$ cat config.mk
export PLATFORM = sky130hd
export DESIGN_NAME = stopwatch_timebase
export DESIGN_NICKNAME = d
export VERILOG_FILES = /design/src/rtl/stopwatch_timebase.sv
export SDC_FILE = /design/constraint.sdc
export NUM_CORES = 1
export LEC_CHECK = 0
export ABC_AREA = 1
export CAP_MARGIN = 20
export CORE_UTILIZATION = 55
export DETAILED_ROUTE_END_ITERATION = 7
export PLACE_DENSITY = 0.83
export SYNTH_ARGS = -nofsm -noshare
export SYNTH_HDL_FRONTEND = slang
export SYNTH_SLANG_ARGS = --single-unit
export TNS_END_PERCENT = 30
$ cat constraint.sdc
create_clock -name clk -period 3.7 [get_ports clk]
set_input_delay 0.37 -clock clk [delete_from_list [all_inputs] [get_ports clk]]
set_output_delay 0.37 -clock clk [all_outputs]
set_load 0.03 [all_outputs]
$ cat src/rtl/stopwatch_timebase.sv
// Stopwatch timebase: divides clk into one-second ticks, keeps minutes:seconds,
// and runs the LIVE/HOLD lap sequencer that selects what the display shows.
module stopwatch_timebase #(
   parameter int CLK_DIV = 100,
   parameter int MAX_MIN = 99
) (
   input  logic       clk,
   input  logic       rst,
   input  logic       count_en,
   input  logic       clear,
   input  logic       lap_req,
   output logic [5:0] live_sec,
   output logic [6:0] live_min,
   output logic [5:0] disp_sec,
   output logic [6:0] disp_min,
   output logic       sec_tick,
   output logic       lap_active,
   output logic       overflow
);

   localparam int               PRE_W    = (CLK_DIV > 1) ? $clog2(CLK_DIV) : 1;
   localparam logic [PRE_W-1:0] PRE_LAST = PRE_W'(CLK_DIV - 1);
   localparam logic [PRE_W-1:0] PRE_ONE  = PRE_W'(1);
   localparam logic [6:0]       MIN_LAST = 7'(MAX_MIN);
   localparam logic [5:0]       SEC_LAST = 6'd59;

   typedef enum logic {
      LIVE = 1'b0,
      HOLD = 1'b1
   } lap_state_t;

   logic [PRE_W-1:0] pre;
   logic [5:0]       sec;
   logic [6:0]       min;
   logic [5:0]       lap_sec;
   logic [6:0]       lap_min;
   logic             lap_q;
   lap_state_t       state;

   logic             pre_last;
   logic             tick;
   logic             lap_edge;

   assign pre_last = (pre == PRE_LAST);
   assign tick     = count_en & pre_last;
   assign lap_edge = lap_req & ~lap_q;

   // The edge detector keeps tracking the button during clear, so a press that
   // coincides with clear is consumed rather than replayed afterwards.
   always_ff @(posedge clk) begin
      if (rst) begin
         lap_q <= 1'b0;
      end else begin
         lap_q <= lap_req;
      end
   end

   always_ff @(posedge clk) begin
      if (rst || clear) begin
         pre      <= '0;
         sec      <= '0;
         min      <= '0;
         lap_sec  <= '0;
         lap_min  <= '0;
         overflow <= 1'b0;
         sec_tick <= 1'b0;
         state    <= LIVE;
      end else begin
         sec_tick <= tick;

         // A paused prescaler keeps its value so the fractional second survives.
         if (count_en) begin
            if (pre_last) begin
               pre <= '0;
            end else begin
               pre <= pre + PRE_ONE;
            end
         end

         if (tick) begin
            if (sec == SEC_LAST) begin
               sec <= '0;
               if (min == MIN_LAST) begin
                  min      <= '0;
                  overflow <= 1'b1;
               end else begin
                  min <= min + 7'd1;
               end
            end else begin
               sec <= sec + 6'd1;
            end
         end

         // Capture uses the pre-increment registers even when a tick lands on this edge.
         if (lap_edge) begin
            if (state == LIVE) begin
               lap_sec <= sec;
               lap_min <= min;
               state   <= HOLD;
            end else begin
               state <= LIVE;
            end
         end
      end
   end

   assign live_sec   = sec;
   assign live_min   = min;
   assign lap_active = (state == HOLD);
   assign disp_sec   = lap_active ? lap_sec : sec;
   assign disp_min   = lap_active ? lap_min : min;

endmodule

==> flow_summary.toml <==
[status]
status = "completed"

[final_layout]
top_library_cells_by_usage_in_the_layout_fill_and_taps_aside = "87 x nand2_1, 37 x dfxtp_1, 33 x clkdlybuf4s50_1"
nets = 313
register_area_um2 = 741
nFillCells = 275
drive_gt1_frac = 0.0719
most_common_cell_after_layout_fill_and_taps_aside = "nand2_1"
diodes = 0
post_layout_nonfiller_instances = 350
multiInputGateArea_um2 = 926
syn2layout_area_growth_pct = 22.7

[logic_synthesis]
postSynthCellCount = 272
synth_xor_area_frac = 0.00957
synth-compound-area-share = 0.106
postSynthAreaPerCell_um2 = 6.73
synth_top_family_by_area = "simple AND/OR/NAND/NOR gates"
synth.ff_latch_count = 37
synthMuxAreaShare = 0
post_synth_num_cell_types = 26
top_cells_by_area_synth = "dfxtp_1 40%, nand2_1 18%, inv_1 6.2%"
mappedNetlistNets = 280
yosys.area.top_type = "dfxtp_1"
mapped_cell_area_mm2 = 0.00183
synth_simple_gate_area_share = 0.370
synth_top_area_share = 0.405
synth-warning-count = 0
synth_adder_area_share = 0.0205
synth_sequential_area_ratio = 0.405

[timing]
timing.slew.headroom = 0.457
report.final.setup_viol = 0
worstMarginPinSlew_ns = 0.814
timing.final.hold_violations = 0
worst_hold_margin_ns = 0.459
layout_min_cycle_time_ns = 2.60
maxClockFrequency_mhz = 385
finClkSkew_ns = 0.00826
rsz0062_at_grt = "false"
final_min_period_over_clock_period = 0.702
fin_tns_setup_ns = 0
total_count_of_max_transition_violations_in_the_final_report = 0

[clock_network]
cts-root-buf = "clkbuf_4"
post_cts.resized_instances = 0
clk_buf_depth = 2
clk_pin_slew_worst_paths_ns = 0.11
hold_buffers = 0
cts-htree-levels = 2
tritoncts.num_buffers = 5
clock_insertion_delay_worst_skew_ns = 0.35
clock_sink_count = 37
tritoncts_clock_tree = "yes"
postCtsSetupRepairBufs = 0

[setup_path]
worstPathArrival_ns = 2.23
worstPathMaxFanout = 29
path_class = "register to primary output"
timing.critical_path.from_type = "register"
worst_r2r_path_depth = 8
ff2ff_setup_slack_ns = 2.05
crit_required_ns = 3.33
worstReg2RegEnd = "live_min[3]$_SDFFE_PP0P_"
endpoint_kind = "primary output"
launch_point_of_the_worst_reg_to_reg_path = "pre[1]$_SDFFE_PP0P_"

[detailed_routing]
met2RoutedLength_um = 1720
drt_pre_antenna_iters = 4
post_drt_via_cell_ratio = 4.99
remaining_drc_errors = 0
avgRoutedWirePerCell_um = 11.0
drt_wl_total_um = 3870
drt_first_iter_violations = 98
vias = 1746
top_layer = "met4"
met3RoutedLength_um = 156
total_routed_wire_length_on_the_met1_layer_um = 1910
number_of_nets_with_antenna_violations_after_detailed_routing = 0

[worst_hold_path]
worst_hold_startpoint = "overflow$_SDFFE_PP0P_"
timing.hold.worst_path_depth = 2
worstHoldPathType = "register to register"
worst_hold_path.endpoint = "overflow$_SDFFE_PP0P_"

[pwr]
p_clk_frac = 0.359
power.leakage_nw = 0.830
power_share_of_the_combinational_group = 0.049
p_int_w = 0.000521
vdd_drop_max_mv = 0.203
sw_frac_of_total = 0.236
seq_power_share = 0.592
power_density_mw_per_mm2 = 304
total_switching_power_w = 0.000161

[global_routing]
antenna_found_initial = 0
track_usage = 0.235
grt_overflow_total = 0
via_count_of_the_first_global_routing_pass = 1485
grt_pass1_wl_um = 6250
maximum_number_of_pins_on_one_net_before_global_route_repair = 30

[die]
dieArea_mm2 = 0.00356
core_area_mm2 = 0.00310
chipWidth_um = 59.7
number_of_rows_in_the_core_area = 20
ios = 34
die_height_um = 59.7
starting_density_of_the_core = 0.590

[placement]
global_placement_routability_congestion = 0.834
buffer_ports.inserted = 33
dp_cells = 342
detailedPlacementHpwl_um = 2790

[job]
cap_violations = 0
==> per-stage QoR <==
stage / util / cell area [um2] / total power [W] / setup slack [ns]
3_5_place_dp: 0.701 / 2180 / 0.000446 / 1.52
5_1_grt: 0.724 / 2250 / 0.000706 / 0.984
6_report: 0.724 / 2250 / 0.000683 / 1.10
4_1_cts: 0.724 / 2250 / 0.000689 / 1.11
2_1_floorplan: - / 1830 / 0.000435 / 1.84
3_3_place_gp: 0.701 / 2180 / 0.000446 / 1.59
==> worst max path at each step <==
stage | from | end | slack (ns) | cells past startpoint
2_1_floorplan | lap_active$_SDFFE_PP0P_ | disp_min[0] | 1.84 | 3
3_3_place_gp | lap_active$_SDFFE_PP0P_ | disp_min[1] | 1.59 | 3
3_5_place_dp | lap_active$_SDFFE_PP0P_ | disp_sec[3] | 1.52 | 3
4_1_cts | lap_active$_SDFFE_PP0P_ | disp_sec[3] | 1.11 | 3
5_1_grt | lap_active$_SDFFE_PP0P_ | disp_sec[3] | 0.98 | 3
6_report | lap_active$_SDFFE_PP0P_ | disp_sec[5] | 1.10 | 3
==> critical path: stages, from the launching register on <==
cell	delay (ns)
dfxtp_1	0.87
nand2_1	0.12
o21ai_0	0.16
clkdlybuf4s50_1	0.73
==> per-layer routing <==
metal	up-vias	GRT usage
met5	-	0
met4	0	0.116
met3	8	0.0411
met2	46	0.368
met1	769	0.312
li1	923	-
==> Yosys cell counts (all sizes together) <==
cell / n
a21oi: 20
nor2: 34
nand3: 17
nor3b: 2
dfxtp: 37
buf: 6
xor2: 2
inv: 31
or2: 1
o21ai: 18
clkbuf: 2
nor3: 3
nand2: 91
nand3b: 1
ha: 3
nand4: 4
==> power groups by stage <==
stage               clock (W)  combinational [W]  sequential [W]
floorplan                   0          0.0000237        0.000411
global placement            0          0.0000327        0.000413
detailed placement          0          0.0000329        0.000413
CTS                  0.000252          0.0000331        0.000404
global route         0.000264          0.0000368        0.000405
finish               0.000245          0.0000331        0.000404
==> flip-flops by register name, indices dropped and copies added, names as in the netlist <==
| name | cells |
|---|---|
| lap_active | 1 |
| lap_min | 7 |
| lap_q | 1 |
| lap_sec | 6 |
| live_min | 7 |
| live_sec | 6 |
| overflow | 1 |
| pre | 7 |
| sec_tick | 1 |
==> cell families after synthesis <==
kind of cell,after synthesis
and+or+nand+nor,153
DFF,37
AOI/OAI and AO/OA,38
buffers and inverters,39
adders and majority gates,3
xor gates and xnor gates,2
==> cell type report <==
class | count | area share
flip-flops and latches | 37 | 0.330
multi-input cells | 196 | 0.412
clock inverters | 1 | 0.00223
repair buffers | 34 | 0.150
clock buffers | 7 | 0.0290
inverters | 31 | 0.0518
well taps | 44 | 0.0245
No activity file was read; power rests on OpenSTA's default activity.
